--- src/rtl/arith_seq_pkg.sv ---
// Shared definitions for the arithmetic operation sequencer.
//   state_t  : FSM state encoding (also exported on the 'state' port)
//   OP_*     : op_code values, {fixed, mult}
//   STATE_W  : width of the state encoding
//   CNT_W    : width of the WAIT_RES timeout counter
package arith_seq_pkg;

    localparam int STATE_W = 3;
    localparam int CNT_W   = 16;

    typedef enum logic [STATE_W-1:0] {
        S_IDLE     = 3'd0,
        S_WAIT_B   = 3'd1,
        S_ISSUE    = 3'd2,
        S_WAIT_RES = 3'd3,
        S_RESULT   = 3'd4
    } state_t;

    localparam logic [1:0] OP_FLA = 2'b00;
    localparam logic [1:0] OP_FLM = 2'b01;
    localparam logic [1:0] OP_FIA = 2'b10;
    localparam logic [1:0] OP_FIM = 2'b11;

endpackage

--- src/rtl/arith_op_sequencer_if.sv ---
// Issue/response bus between the sequencer and the operator unit.
//   master : sequencer side (drives op_a/op_b/op_code/op_valid)
//   slave  : operator side (drives op_ready/res_valid/res_data/res_ovf)
interface arith_op_sequencer_if #(
    parameter int WIDTH = 16
);
    logic [WIDTH-1:0] op_a;
    logic [WIDTH-1:0] op_b;
    logic [1:0]       op_code;
    logic             op_valid;
    logic             op_ready;
    logic             res_valid;
    logic [WIDTH-1:0] res_data;
    logic             res_ovf;

    modport master (
        output op_a, op_b, op_code, op_valid,
        input  op_ready, res_valid, res_data, res_ovf
    );

    modport slave (
        input  op_a, op_b, op_code, op_valid,
        output op_ready, res_valid, res_data, res_ovf
    );
endinterface

--- src/rtl/btn_press_enc.sv ---
// Button press detector and priority encoder.
//   clk, rst  : clock, async active-high reset
//   btn[3:0]  : debounced level buttons
//   press     : one-cycle pulse on the rising edge of any button
//   press_op  : op_code of the lowest-index rising button
// btn_q clears on reset, so a button held through reset release is seen
// as a fresh press in the first cycle after release.
module btn_press_enc
    import arith_seq_pkg::*;
(
    input  logic       clk,
    input  logic       rst,
    input  logic [3:0] btn,
    output logic       press,
    output logic [1:0] press_op
);
    logic [3:0] btn_q;
    logic [3:0] rise;

    always_ff @(posedge clk or posedge rst) begin
        if (rst) btn_q <= 4'b0;
        else     btn_q <= btn;
    end

    assign rise  = btn & ~btn_q;
    assign press = |rise;

    // Lowest index wins; remaining simultaneous rises are dropped.
    always_comb begin
        press_op = OP_FLA;
        if      (rise[0]) press_op = OP_FLA;
        else if (rise[1]) press_op = OP_FLM;
        else if (rise[2]) press_op = OP_FIA;
        else if (rise[3]) press_op = OP_FIM;
    end
endmodule

--- src/rtl/arith_op_sequencer.sv ---
// Arithmetic operation sequencer: captures two operands from switches on
// button presses, issues them to an operator unit, waits for the result
// (with timeout) and holds it for display.
//   clk, rst     : clock, async active-high reset
//   sw           : operand switches
//   btn[3:0]     : float add / float mult / fixed add / fixed mult
//   bus          : operator issue/response interface (master side)
//   result, overflow, timeout_err : captured response
//   state        : current FSM state, disp_en : high only in RESULT
// Optional build macro ARITH_SEQ_CHAIN_EN: a press in RESULT reloads op_a
// from the result and goes straight to WAIT_B (accumulator chaining).
// Without it, a press in RESULT clears all data and returns to IDLE.
module arith_op_sequencer
    import arith_seq_pkg::*;
#(
    parameter int WIDTH   = 16,
    parameter int TIMEOUT = 255
) (
    input  logic                   clk,
    input  logic                   rst,
    input  logic [WIDTH-1:0]       sw,
    input  logic [3:0]             btn,
    arith_op_sequencer_if.master   bus,
    output logic [WIDTH-1:0]       result,
    output logic                   overflow,
    output logic                   timeout_err,
    output logic [STATE_W-1:0]     state,
    output logic                   disp_en
);
    // Counter starts at 0 in the first WAIT_RES cycle, so the abort fires
    // on the TIMEOUT-th cycle when it holds TIMEOUT-1.
    localparam logic [CNT_W-1:0] TO_LAST = CNT_W'(TIMEOUT - 1);

    state_t           state_q;
    logic [WIDTH-1:0] op_a_q, op_b_q;
    logic [1:0]       op_code_q;
    logic             op_valid_q;
    logic [CNT_W-1:0] cnt_q;
    logic             press;
    logic [1:0]       press_op;

    btn_press_enc u_btn (
        .clk      (clk),
        .rst      (rst),
        .btn      (btn),
        .press    (press),
        .press_op (press_op)
    );

    always_ff @(posedge clk or posedge rst) begin
        if (rst) begin
            state_q     <= S_IDLE;
            op_a_q      <= '0;
            op_b_q      <= '0;
            op_code_q   <= OP_FLA;
            op_valid_q  <= 1'b0;
            cnt_q       <= '0;
            result      <= '0;
            overflow    <= 1'b0;
            timeout_err <= 1'b0;
            disp_en     <= 1'b0;
        end else begin
            case (state_q)
                S_IDLE: begin
                    if (press) begin
                        op_a_q  <= sw;
                        state_q <= S_WAIT_B;
                    end
                end
                S_WAIT_B: begin
                    if (press) begin
                        op_b_q     <= sw;
                        op_code_q  <= press_op;
                        op_valid_q <= 1'b1;
                        state_q    <= S_ISSUE;
                    end
                end
                S_ISSUE: begin
                    if (op_valid_q && bus.op_ready) begin
                        op_valid_q <= 1'b0;
                        cnt_q      <= '0;
                        state_q    <= S_WAIT_RES;
                    end
                end
                S_WAIT_RES: begin
                    // A response in the abort cycle still wins.
                    if (bus.res_valid) begin
                        result      <= bus.res_data;
                        overflow    <= bus.res_ovf;
                        timeout_err <= 1'b0;
                        disp_en     <= 1'b1;
                        state_q     <= S_RESULT;
                    end else if (cnt_q == TO_LAST) begin
                        result      <= '0;
                        overflow    <= 1'b0;
                        timeout_err <= 1'b1;
                        disp_en     <= 1'b1;
                        state_q     <= S_RESULT;
                    end else begin
                        cnt_q <= cnt_q + CNT_W'(1);
                    end
                end
                S_RESULT: begin
                    if (press) begin
`ifdef ARITH_SEQ_CHAIN_EN
                        op_a_q      <= result;
                        op_b_q      <= '0;
                        timeout_err <= 1'b0;
                        disp_en     <= 1'b0;
                        state_q     <= S_WAIT_B;
`else
                        op_a_q      <= '0;
                        op_b_q      <= '0;
                        result      <= '0;
                        overflow    <= 1'b0;
                        timeout_err <= 1'b0;
                        disp_en     <= 1'b0;
                        state_q     <= S_IDLE;
`endif
                    end
                end
                default: begin
                    op_valid_q <= 1'b0;
                    disp_en    <= 1'b0;
                    state_q    <= S_IDLE;
                end
            endcase
        end
    end

    assign bus.op_a     = op_a_q;
    assign bus.op_b     = op_b_q;
    assign bus.op_code  = op_code_q;
    assign bus.op_valid = op_valid_q;
    assign state        = state_q;
endmodule

--- src/flat_wrapper.sv ---
// flat-port wrapper written by rule: the top's interface ports become plain ports
module arith_op_sequencer_flat import arith_seq_pkg::*;
#(
    parameter int WIDTH   = 16,
    parameter int TIMEOUT = 255
)
  (clk, rst, sw, btn, result, overflow, timeout_err, state, disp_en, bus_op_a, bus_op_b, bus_op_code, bus_op_valid, bus_op_ready, bus_res_valid, bus_res_data, bus_res_ovf);
  arith_op_sequencer_if #(.WIDTH(WIDTH)) bus_i ();
  input  logic clk;
  input  logic rst;
  input  logic [WIDTH-1:0] sw;
  input  logic [3:0] btn;
  output logic [WIDTH-1:0] result;
  output logic overflow;
  output logic timeout_err;
  output logic [STATE_W-1:0] state;
  output logic disp_en;
  output wire logic [$bits(bus_i.op_a)-1:0] bus_op_a;
  output wire logic [$bits(bus_i.op_b)-1:0] bus_op_b;
  output wire logic [$bits(bus_i.op_code)-1:0] bus_op_code;
  output wire logic [$bits(bus_i.op_valid)-1:0] bus_op_valid;
  input wire logic [$bits(bus_i.op_ready)-1:0] bus_op_ready;
  input wire logic [$bits(bus_i.res_valid)-1:0] bus_res_valid;
  input wire logic [$bits(bus_i.res_data)-1:0] bus_res_data;
  input wire logic [$bits(bus_i.res_ovf)-1:0] bus_res_ovf;
  assign bus_op_a = bus_i.op_a;
  assign bus_op_b = bus_i.op_b;
  assign bus_op_code = bus_i.op_code;
  assign bus_op_valid = bus_i.op_valid;
  assign bus_i.op_ready = bus_op_ready;
  assign bus_i.res_valid = bus_res_valid;
  assign bus_i.res_data = bus_res_data;
  assign bus_i.res_ovf = bus_res_ovf;
  arith_op_sequencer #(.WIDTH(WIDTH), .TIMEOUT(TIMEOUT)) u_core (.clk(clk), .rst(rst), .sw(sw), .btn(btn), .bus(bus_i), .result(result), .overflow(overflow), .timeout_err(timeout_err), .state(state), .disp_en(disp_en));
endmodule
--- config.mk ---
export PLATFORM = sky130hd
export DESIGN_NAME = arith_op_sequencer_flat
export DESIGN_NICKNAME = d
export VERILOG_FILES = /design/src/rtl/arith_seq_pkg.sv /design/src/rtl/arith_op_sequencer_if.sv /design/src/rtl/btn_press_enc.sv /design/src/rtl/arith_op_sequencer.sv /design/src/flat_wrapper.sv
export SDC_FILE = /design/constraint.sdc
export NUM_CORES = 1
export LEC_CHECK = 0
export CAP_MARGIN = 30
export CORE_MARGIN = 1.5
export CORE_UTILIZATION = 48
export DETAILED_ROUTE_END_ITERATION = 6
export PLACE_DENSITY_LB_ADDON = 0.3
export SLEW_MARGIN = 25
export SYNTH_ARGS = -nofsm -noshare
export SYNTH_HDL_FRONTEND = slang
export SYNTH_SLANG_ARGS = --single-unit
--- constraint.sdc ---
create_clock -name clk -period 3.37 [get_ports clk]
set_input_delay 1.011 -clock clk [delete_from_list [all_inputs] [get_ports clk]]
set_output_delay 1.011 -clock clk [all_outputs]
set_load 0.01 [all_outputs]
======== After elaboration in Yosys (flattened, before gate mapping) ========
Index checks and enable logic that the tools add are counted.
storage, ports and cells
  register bits ........................... 77
  logic and storage cells ................. 79
  output and inout port bits .............. 57
cells by class
  add/sub/neg operators ................... 1
  multiplexer cells ....................... 34
  reductions and logical operators ........ 17
  equal/unequal tests ..................... 12
  bitwise logic cells ..................... 4
operators with widths
  kind                                            number
  one-hot mux 16 bit (2 select lines)             4
  2-to-1 mux 16 bit                               7
  2-to-1 mux 3 bit                                6
  adder 16 x 1 -> 16 bit, second input constant   1
  == test 16 x 8 -> 1 bit, second input constant  1
  one-hot mux 3 bit (5 select lines)              1
  AND reduction 3 bit                             5
  2-to-1 mux 1 bit                                8
  2-to-1 mux 2 bit                                4
  != test 2 x 1 -> 1 bit, second input constant   4
  nonzero test 2 bit                              4
  == test 3 x 2 -> 1 bit, second input constant   2
  one-hot mux 1 bit (3 select lines)              2
  OR reduction 3 bit                              2
  AND reduction 5 bit                             1
  bitwise AND 4 bit                               1
  != test 2 bit, second input constant            2
  inverter 4 bit                                  1
  one-hot mux 1 bit (2 select lines)              2
  AND reduction 4 bit                             1
  OR reduction 4 bit                              1
  == test 3 x 1 -> 1 bit, second input constant   1
  == test 3 bit, second input constant            1
  zero test 3 bit                                 1
  other kinds (4)                                 5

======== Depth between registers and ports, before layout ========
Gate-level depths: netlist (run 1).
  depth after elaboration ................. 6
  gate-level depth with buffers ........... 8

======== Modules after synthesis ========
A second synthesis (run 1) with hierarchy kept.
second synthesis, totals
  cells, all modules ...................... 342
  area, all modules ....................... 3502.1 um^2
by module, submodules not included
  module              times used  cells each  area each (um^2)
  arith_op_sequencer  1           326         3305.7
  btn_press_enc       1           16          196.4

======== Worst setup path after synthesis (run 1) ========
OpenSTA, ideal clock, no wires.
  kind .................................... input-to-reg
  from .................................... in btn[0]
  to ...................................... reg u_core.op_b_q[0], in the netlist u_core.bus.op_b[0]
  path slack .............................. 0.952 ns
  stages .................................. 6
  data required time ...................... 3.249 ns
  arrival time ............................ 2.297 ns
  cells stage by stage .................... nor2b_4 or4_4 and2_1 buf_6 buf_8 a22o_1
between the ends
  longest elaborated chain between the ends .. 4
ends and longest elaborated chain
  what                                      RTL line                  RTL
  start: declaration                        flat_wrapper.sv:12        input logic [3:0] btn;
  bitwise AND 4 bit (*)                     btn_press_enc.sv:25       assign rise = btn & ~btn_q;
  OR reduction 4 bit (*)                    btn_press_enc.sv:26       assign press = |rise;
  != test 2 x 1 -> 1 bit (no source line)   --
  AND reduction 3 bit (no source line) (*)  --
  end signal: assignment                    arith_op_sequencer.sv:72  op_b_q <= sw;
  end: declaration                          arith_op_sequencer.sv:35  logic [WIDTH-1:0] op_a_q, op_b_q;
Mark *: on every way between the ends. The rest lies on a longest branch, timed or not.
A chain may end at the register's enable or synchronous reset.

======== Final worst setup path (run 1) ========
  from .................................... in btn[3]
  to ...................................... reg u_core.op_code_q[0], in the netlist u_core.bus.op_code[0]
between the ends
  longest elaborated chain between the ends .. 5
ends and longest elaborated chain
  what                    RTL line                  RTL
  bitwise AND 4 bit (*)   btn_press_enc.sv:25
  2-to-1 mux 2 bit        btn_press_enc.sv:34       else if (rise[3]) press_op = OP_FIM;
  2-to-1 mux 2 bit        btn_press_enc.sv:33       else if (rise[2]) press_op = OP_FIA;
  2-to-1 mux 2 bit        btn_press_enc.sv:32       else if (rise[1]) press_op = OP_FLM;
  2-to-1 mux 2 bit        btn_press_enc.sv:31       if (rise[0]) press_op = OP_FLA;
  end signal: assignment  arith_op_sequencer.sv:73  op_code_q <= press_op;
  end: declaration        arith_op_sequencer.sv:36  logic [1:0] op_code_q;
Marks and branches as above.

==> results of run 1 <==
power by group through the flow:
stage               clock network (mW)  logic (mW)  registers (mW)
global route                     0.758        1.93            1.60
detailed placement                   0        1.76            1.55
CTS                              0.712        1.76            1.55
floorplan                            0       0.793            1.64
finish                           0.703        1.75            1.55
global placement                     0        1.71            1.55
kinds of logic after synthesis:
logic type,after synthesis
simple gates,111
compound gates,89
flops,77
buf+inv,49
mux,19
fa+ha+maj,2
xor+xnor,1
metrics by stage:
step	instance area, µm²	hold WS [ns]	worst slack (ns)	std cells	utilization [%]
6_report	4810	0.482	0.596	545	66.6
3_3_place_gp	4610	0.461	0.287	529	63.9
4_1_cts	4810	0.489	0.591	545	66.6
3_5_place_dp	4610	0.470	0.223	529	63.9
5_1_grt	4810	0.513	0.454	545	66.6
2_1_floorplan	3570	0.466	0.392	348	-
layout by cell type, fill, tap and decap left out, types with 3 or more instances in the layout:
cell type                          n
sky130_fd_sc_hd__and4_1            7
sky130_fd_sc_hd__o21a_1            5
sky130_fd_sc_hd__a21oi_1           8
sky130_fd_sc_hd__nor4_1            4
sky130_fd_sc_hd__o211ai_1          3
sky130_fd_sc_hd__dfrtp_1          77
sky130_fd_sc_hd__clkbuf_8          9
sky130_fd_sc_hd__nand3_1           7
sky130_fd_sc_hd__o21ai_0          24
sky130_fd_sc_hd__nand2_1          56
sky130_fd_sc_hd__clkdlybuf4s50_1  97
sky130_fd_sc_hd__mux2i_1          17
sky130_fd_sc_hd__inv_1            26
sky130_fd_sc_hd__nand4_1           7
sky130_fd_sc_hd__nand2b_1          4
sky130_fd_sc_hd__a22o_1           16
sky130_fd_sc_hd__buf_4             6
sky130_fd_sc_hd__nor2_1            8
sky130_fd_sc_hd__a31oi_1          14
worst paths after layout:
check                                        start               endpoint  slack (ns)  cells past startpoint
worst max-delay path                        btn[3]  u_core.bus.op_code[0]        0.60                      5
worst min-delay path            u_core.bus.op_a[4]     u_core.bus.op_a[4]        0.48                      2
worst max register to register     u_core.state[1]        u_core.cnt_q[1]        1.07                      4
worst min register to register  u_core.bus.op_a[4]     u_core.bus.op_a[4]        0.48                      2
max in group asynchronous                      rst        u_core.cnt_q[9]        1.71                      3
min in group asynchronous                      rst       u_core.result[7]        0.98                      2
per-layer routing:
layer | track usage [%] | wire, µm | vias to the layer above
li1 | - | - | 1424
met1 | 32.3 | 4000 | 1485
met2 | 35.5 | 4160 | 123
met3 | 6.00 | 570 | 24
met4 | 8.81 | 153 | 0
met5 | 0 | 0 | -
worst max-delay path, stage by stage:
cell and delay, ns:
sky130_fd_sc_hd__clkdlybuf4s50_1 0.46, sky130_fd_sc_hd__nor2b_1 0.38, sky130_fd_sc_hd__or4_4 0.23, sky130_fd_sc_hd__and2_1 0.54, sky130_fd_sc_hd__mux2_1 0.38
registers in the layout, indices dropped and copies added (netlist names):
name / flops
u_core.bus.op_a: 16
u_core.bus.op_b: 16
u_core.state: 3
u_core.bus.op_code: 2
u_core.bus.op_valid: 1
u_core.disp_en: 1
u_core.overflow: 1
u_core.timeout_err: 1
u_core.u_btn.btn_q: 4
u_core.result: 16
u_core.cnt_q: 16
cell type report:
type	instances	area share (%)
sequential	77	40.1
inverter	27	2.11
clock buffer	9	2.58
multi-input combinational	222	29.5
timing repair buffer	104	21.6
clock inverter	7	1.54
tap	99	2.58
==> flow_summary.toml, run 1 <==
[sta]
maximum_clock_skew_at_final_layout_ns = 0.0105
timing.final.max_slew_violations = 0
timing_hold_violations_final = 0
timing.max_slew.rel_slack_pct = 55.4
finalSetupViolCount = 0
tns_ns = 0
highest_clock_frequency_the_design_can_meet_ghz = 0.360
fin_crit_ns = 2.77
post-route-period-util_pct = 82.3
tightestPinTransition_ns = 0.670
rsz0062_at_grt = "no"

[detailed_routing]
drt_wl_total_um = 8880
vias_per_cell = 5.61
route.detailed.wl_per_inst_um = 16.3
total_number_of_vias = 3056
remaining_drc_errors = 0
drt_first_pass_iters = 4
detail_route.iter0.violations = 201
ant_nets = 0

[floorplan]
initial_utilization_pct = 49.4
die-width_um = 89.2
core.rowCount = 31
io-pin-count = 98
die_area_um2 = 7950
coreArea_um2 = 7210
floorplan.die.height_um = 89.2

[pwr]
combinationalPowerShare_pct = 43.7
leakage_nw = 2.09
power_per_cell_area_nw_per_um2 = 833
power_frac_seq_pct = 38.7
cell_internal_pwr_mw = 2.57
clkPwrFrac_pct = 17.6
sw_frac_of_total_pct = 35.9
power_switching_mw = 1.44
total_chip_power_mw = 4.00
ir_drop_uv = 419

[layout]
flow.area_growth_from_synthesis_pct = 34.8
multiInputGateArea_um2 = 1420
filler_cell_count = 580
antenna-diode-count = 0
fin_nets = 484
drive_above_1_share_pct = 6.95
seq_area_um2 = 1930

[yosys]
syn-instance-count = 348
yosys.cell_count.top_type = "sky130_fd_sc_hd__dfrtp_1"
syn_nets = 391
ys_async_sr_fraction_pct = 100
synth_top_area_share_pct = 54.0
yosys.area_share.adder_pct = 0.702
number_of_enable_flip_flop_cells_after_synthesis = 0
synth_compound_area_share_pct = 16.8
synth.mux.area_fraction_pct = 5.40
netlist_top_cells_area = "sky130_fd_sc_hd__dfrtp_1, sky130_fd_sc_hd__nand2_1, sky130_fd_sc_hd__mux2i_1"
synth-main-ff-cell = "sky130_fd_sc_hd__dfrtp_1"
syn_area_um2 = 3570
synthesis.yosys.warnings = 0
synth.distinct_cells = 51
post-synth-top-area-cell = "sky130_fd_sc_hd__dfrtp_1"
ys_seq_elements = 77
post_synth_and_or_nand_nor_area_fraction_pct = 16.3
synth_sequential_area_ratio_pct = 54.0
post_synth.cell_area_avg_um2 = 10.2
synth_top_cells_by_count = "sky130_fd_sc_hd__dfrtp_1, sky130_fd_sc_hd__nand2_1, sky130_fd_sc_hd__inv_1"
synth-xor-area-share_pct = 0.246
main_combinational_cell_family_by_area_after_synthesis = "compound AO/OA/AOI/OAI gates"

[cts]
clkSlewWorstSetupHoldPaths_ns = 0.08
tritoncts.num_buffers = 9
cts_hold_repair.buffers = 0
cts_tree = "done"
htree_num_levels = 3
number_of_gates_resized_after_cts = 0
clock_sinks = 77
cts-root-buf = "sky130_fd_sc_hd__clkbuf_8"
ctsLongestPathBuffers = 2
insertion_delay_ns = 0.35
postCtsSetupBuffers = 0

[worst_setup_path]
worstSetupStartpointType = "input port"
setup.worst_path.end_class = "register"
required_time_reported_for_the_critical_path_endpoint_ns = 3.60
setup.worst_path.class = "in2reg"
cp_data_arrival_time_ns = 3.01
timing.critical_path.fanout_max = 18

[worst_hold_path]
worstHoldPathType = "reg2reg"

[global_routing]
via_count_of_the_first_global_routing_pass = 2845
grt_start_max_net_pins = 38
wire_length_of_the_first_global_routing_pass_um = 14100
globalRoute.totalOverflow = 0
grt_use_total_pct = 23.4
antenna_found_initial = 0

[job]
drv_cap = 0

[placed_design]
io_buffer_count = 97
detailed_place_hpwl_um = 6180
globalplace.congestion = 0.865

[run_status]
status = "finished, final reports clean"
Power figures use the tool's default switching activity.
==> inputs of run 2 (changes only) <==
--- a/config.mk
+++ b/config.mk
@@ -7,7 +7,7 @@
 export LEC_CHECK = 0
 export CAP_MARGIN = 30
 export CORE_MARGIN = 1.5
-export CORE_UTILIZATION = 48
+export CORE_UTILIZATION = 43
 export DETAILED_ROUTE_END_ITERATION = 6
 export PLACE_DENSITY_LB_ADDON = 0.3
 export SLEW_MARGIN = 25
==> constraint.sdc (replaced) <==
create_clock -name clk -period 2.5 [get_ports clk]
set_input_delay 0.75 -clock clk [delete_from_list [all_inputs] [get_ports clk]]
set_output_delay 0.75 -clock clk [all_outputs]
set_load 0.01 [all_outputs]
==> flow_summary.toml, run 2 (synthesized netlist as in run 1, its figures left out) <==
[cts]
cts_hold_repair.buffers = 0
insertion_delay_ns = 0.35
clkSlewWorstSetupHoldPaths_ns = 0.09
clock_sinks = 77
tritoncts.num_buffers = 9
postCtsSetupBuffers = 0
number_of_gates_resized_after_cts = 0
htree_num_levels = 3
ctsLongestPathBuffers = 2
cts-root-buf = "sky130_fd_sc_hd__clkbuf_8"
cts_tree = "done"

[detailed_routing]
total_number_of_vias = 3035
ant_nets = 0
drt_first_pass_iters = 4
route.detailed.wl_per_inst_um = 15.5
drt_wl_total_um = 8760
vias_per_cell = 5.37
detail_route.iter0.violations = 189
remaining_drc_errors = 0

[layout]
fin_nets = 498
flow.area_growth_from_synthesis_pct = 39.6
filler_cell_count = 684
mostFrequentLayoutCells = "sky130_fd_sc_hd__clkdlybuf4s50_1, sky130_fd_sc_hd__dfrtp_1, sky130_fd_sc_hd__nand2_1, sky130_fd_sc_hd__inv_1, sky130_fd_sc_hd__o21ai_0"
drive_above_1_share_pct = 9.78
antenna-diode-count = 0
most_common_cell_after_layout_fill_and_taps_aside = "sky130_fd_sc_hd__clkdlybuf4s50_1"

[worst_setup_path]
cp_top_family = "buffers and inverters"
timing.critical_path.fanout_max = 13
setup.worst_path.end_class = "primary output"
timing.critical_path.slowest_stage_cell = "sky130_fd_sc_hd__clkdlybuf4s50_1"
cp_data_arrival_time_ns = 1.56
setup.worst_path.class = "reg2out"
required_time_reported_for_the_critical_path_endpoint_ns = 1.75
rrSetupSlack_ns = 0.42
critical_path.cell_chain = "clkdlybuf4s50_1"
cp.buffers_inverters = 1
highest_cell_delay_on_the_worst_timing_path_ns = 0.61
critical_path_stages = 1
worst-r2r-cell-count = 7
reg2reg_from = "u_core.cnt_q[0]"
worstSetupStartpointType = "register"
worstReg2RegEnd = "u_core.cnt_q[5]"

[sta]
timing_hold_violations_final = 0
fin_crit_ns = 2.31
timing.final.ws_setup_ns = 0.191
post-route-period-util_pct = 92.4
tightestPinTransition_ns = 0.410
finalSetupViolCount = 0
highest_clock_frequency_the_design_can_meet_ghz = 0.433
timing.final.max_slew_violations = 0
maximum_clock_skew_at_final_layout_ns = 0.0119
rsz0062_at_grt = "no"
timing.max_slew.rel_slack_pct = 72.4

[job]
drv_cap = 0

[worst_hold_path]
hold_path_depth = 2
launch_instance_of_the_worst_min_delay_path = "u_core.bus.op_a[5]"
worstHoldPathType = "reg2reg"
timing.hold.worst_endpoint = "u_core.bus.op_a[5]"

[pwr]
cell_internal_pwr_mw = 3.59
sw_frac_of_total_pct = 35.3
ir_drop_uv = 426
leakage_nw = 2.17
combinationalPowerShare_pct = 44.7
total_chip_power_mw = 5.55
power_frac_seq_pct = 37.6
power_per_cell_area_nw_per_um2 = 1110
power_switching_mw = 1.96
clkPwrFrac_pct = 17.7

[global_routing]
wire_length_of_the_first_global_routing_pass_um = 14400
globalRoute.totalOverflow = 0
grt_start_max_net_pins = 54
antenna_found_initial = 0
via_count_of_the_first_global_routing_pass = 2927
grt_use_total_pct = 20.9

[floorplan]
die_area_um2 = 8850
initial_utilization_pct = 43.8
core.rowCount = 33
io-pin-count = 98
coreArea_um2 = 8130
die-width_um = 94.1
floorplan.die.height_um = 94.1

[placed_design]
detailed_place_hpwl_um = 6150
post-place-ws_ns = -0.0619
io_buffer_count = 97
globalplace.congestion = 0.916

[run_status]
status = "finished, final reports clean"
run 2: worst max path at each step:
| stage | slack [ns] | start | endpoint |
|---|---|---|---|
| 2_1_floorplan | 0.34 | btn[0] | u_core.bus.op_b[0] |
| 3_3_place_gp | -0.06 | btn[0] | u_core.result[6] |
| 3_5_place_dp | -0.06 | btn[1] | u_core.bus.op_b[1] |
| 4_1_cts | 0.19 | u_core.state[1] | state[1] |
| 5_1_grt | 0.13 | u_core.state[1] | state[1] |
| 6_report | 0.19 | u_core.state[1] | state[1] |
run 2: final cells by class:
| cell class | instances | area, µm² | share of cell area [%] |
|---|---|---|---|
| multi-input cells | 222 | 1420 | 28.5 |
| repair buffers | 118 | 1190 | 23.9 |
| flip-flops and latches | 77 | 1930 | 38.7 |
| well taps | 105 | 131 | 2.64 |
| clock buffers | 9 | 124 | 2.49 |
| inverters | 27 | 105 | 2.11 |
| clock inverters | 7 | 80.1 | 1.61 |
run 2: routing by layer:
| layer | up-vias | global-route usage (%) | part of all wire, % |
|---|---|---|---|
| li1 | 1458 | - | - |
| met1 | 1451 | 28.9 | 45 |
| met2 | 116 | 33.0 | 47 |
| met3 | 10 | 4.37 | 6.7 |
| met4 | 0 | 6.34 | 1.1 |
| met5 | - | 0 | 0 |
run 2: power groups by stage:
stage	Sequential, mW	Clock (mW)	Combinational (mW)
after global placement	2.09	0	2.44
after floorplan	2.21	0	1.07
after CTS	2.09	1.00	2.51
after detailed placement	2.10	0	2.51
final	2.09	0.982	2.48
after global routing	2.15	1.06	2.71
run 2: stage by stage:
step / TNS (ns) / util, % / instance area, µm² / std cells / hold slack [ns]
after global placement: -1.28 / 58.7 / 4770 / 549 / 0.460
after floorplan: 0 / - / 3570 / 348 / 0.466
after global routing: 0 / 61.2 / 4980 / 565 / 0.506
after CTS: 0 / 61.2 / 4980 / 565 / 0.491
final: 0 / 61.2 / 4980 / 565 / 0.481
after detailed placement: -1.02 / 58.7 / 4770 / 549 / 0.470
==> inputs of run 3 (changes only) <==
--- a/config.mk
+++ b/config.mk
@@ -7,10 +7,10 @@
 export LEC_CHECK = 0
 export CAP_MARGIN = 30
 export CORE_MARGIN = 1.5
-export CORE_UTILIZATION = 43
+export CORE_UTILIZATION = 52
+export CTS_CLUSTER_SIZE = 16
 export DETAILED_ROUTE_END_ITERATION = 6
 export PLACE_DENSITY_LB_ADDON = 0.3
-export SLEW_MARGIN = 25
 export SYNTH_ARGS = -nofsm -noshare
 export SYNTH_HDL_FRONTEND = slang
 export SYNTH_SLANG_ARGS = --single-unit
==> constraint.sdc (replaced) <==
create_clock -name clk -period 2.75 [get_ports clk]
set_input_delay 0.825 -clock clk [delete_from_list [all_inputs] [get_ports clk]]
set_output_delay 0.825 -clock clk [all_outputs]
set_load 0.01 [all_outputs]
==> flow_summary.toml, run 3 (synthesized netlist as in run 1, its figures left out) <==
[global_routing]
wire_length_of_the_first_global_routing_pass_um = 15300
grt_use_total_pct = 26.3
globalRoute.totalOverflow = 0
antenna_found_initial = 0
grt_start_max_net_pins = 38
via_count_of_the_first_global_routing_pass = 3102

[layout]
mostFrequentLayoutCells = "sky130_fd_sc_hd__clkdlybuf4s50_1, sky130_fd_sc_hd__dfrtp_1, sky130_fd_sc_hd__nand2_1, sky130_fd_sc_hd__inv_1, sky130_fd_sc_hd__o21ai_0"
fin_nets = 492
flow.area_growth_from_synthesis_pct = 36.8
instances_no_fill = 531
drive_above_1_share_pct = 8.59
antenna-diode-count = 0
most_common_cell_after_layout_fill_and_taps_aside = "sky130_fd_sc_hd__clkdlybuf4s50_1"
postLayoutCellArea_um2 = 4880

[placed_design]
io_buffer_count = 97
detailed_place_hpwl_um = 6360
place.detailed.instances = 515
dpl_cell_area_um2 = 4690
globalplace.congestion = 0.895

[detailed_routing]
total_number_of_vias = 3068
vias_per_cell = 5.78
drt_wl_total_um = 9080
detail_route.iter0.violations = 274
ant_nets = 0
remaining_drc_errors = 0
drt_first_pass_iters = 4
route.detailed.wl_per_inst_um = 17.1

[floorplan]
core.rowCount = 29
floorplan.die.height_um = 85.8
coreArea_um2 = 6490
io-pin-count = 98
die-width_um = 85.8
die_area_um2 = 7360
initial_utilization_pct = 54.9

[worst_setup_path]
cp_data_arrival_time_ns = 1.53
timing.critical_path.fanout_max = 13
cp.buffers_inverters = 1
highest_cell_delay_on_the_worst_timing_path_ns = 0.61
critical_path.cell_chain = "clkdlybuf4s50_1"
worstSetupStartpointType = "register"
setup.worst_path.end_class = "primary output"
setup.worst_path.class = "reg2out"
cp_top_family = "buffers and inverters"
timing.critical_path.slowest_stage_cell = "sky130_fd_sc_hd__clkdlybuf4s50_1"
required_time_reported_for_the_critical_path_endpoint_ns = 1.93

[pwr]
power_per_cell_area_nw_per_um2 = 1020
leakage_nw = 2.13
total_chip_power_mw = 4.96
ir_drop_uv = 664

[cts]
htree_num_levels = 3
tritoncts.num_buffers = 9
clock_sinks = 77
ctsLongestPathBuffers = 2
postCtsSetupBuffers = 0
cts_tree = "done"
cts_hold_repair.buffers = 0
clkSlewWorstSetupHoldPaths_ns = 0.09
cts-root-buf = "sky130_fd_sc_hd__clkbuf_8"
number_of_gates_resized_after_cts = 0
insertion_delay_ns = 0.35

[sta]
post-route-period-util_pct = 85.7
finalSetupViolCount = 0
timing_hold_violations_final = 0
tightestPinTransition_ns = 0.610
maximum_clock_skew_at_final_layout_ns = 0.00768
timing.final.max_slew_violations = 0
fin_crit_ns = 2.36
highest_clock_frequency_the_design_can_meet_ghz = 0.424
rsz0062_at_grt = "no"
tns_ns = 0
timing.max_slew.rel_slack_pct = 59.3

[job]
drv_cap = 0

[run_status]
status = "finished, final reports clean"

[worst_hold_path]
worstHoldPathType = "reg2reg"
==> run 3: changes by cell type in the layout (fill, tap and decap cells not counted) <==
cell,delta
sky130_fd_sc_hd__clkinv_4,+2
sky130_fd_sc_hd__clkinvlp_4,-1
sky130_fd_sc_hd__buf_4,-6
sky130_fd_sc_hd__bufinv_16,-1
sky130_fd_sc_hd__clkinv_2,+1
sky130_fd_sc_hd__inv_8,+1
sky130_fd_sc_hd__inv_6,-2
==> run 3: final cells by class <==
type | count | area, µm²
clock buffers | 9 | 124
flip-flops and latches | 77 | 1930
multi-input cells | 222 | 1420
fillers | 435 | 1620
well taps | 77 | 96.3
inverters | 27 | 105
repair buffers | 112 | 1150
clock inverters | 7 | 58.8
==> run 3: worst paths after layout <==
| kind | cells after the start | startpoint | endpoint | slack, ns |
|---|---|---|---|---|
| min in group asynchronous | 2 | rst | u_core.u_btn.btn_q[3] | 0.83 |
| worst min-delay path | 2 | u_core.bus.op_a[6] | u_core.bus.op_a[6] | 0.48 |
| worst min register to register | 2 | u_core.bus.op_a[6] | u_core.bus.op_a[6] | 0.48 |
| max in group asynchronous | 3 | rst | u_core.result[15] | 1.34 |
| worst max-delay path | 1 | u_core.state[1] | state[1] | 0.39 |
| worst max register to register | 7 | u_core.cnt_q[0] | u_core.cnt_q[9] | 0.59 |
==> run 3: power by group <==
part	total [mW]	switching, mW	leakage, nW	internal (mW)
clock	0.796	0.454	0.0921	0.342
sequential	1.89	0.324	0.986	1.56
combinational	2.27	1.03	1.05	1.24
total	4.96	1.81	2.13	3.15
==> run 3: stage by stage <==
step                setup slack [ns]  utilization, %  hold WS, ns
global placement              0.0954            72.3        0.461
detailed placement            0.0602            72.3        0.469
finish                         0.393            75.1        0.483
CTS                            0.377            75.1        0.490
global route                   0.310            75.1        0.519
floorplan                      0.518               -        0.466
==> run 3: tightest hold or removal path: cells and delay by family (launching register included) <==
kind	cells	cell delay [ns]
flops	1	0.35
simple gates	1	0.04
compound gates	1	0.06
==> run 3: metal layers <==
metal / track usage [%] / part of all wire, %
met5: 0 / 0
met4: 8.21 / 1.6
met3: 4.14 / 5.6
met2: 43.7 / 50
met1: 36.0 / 43
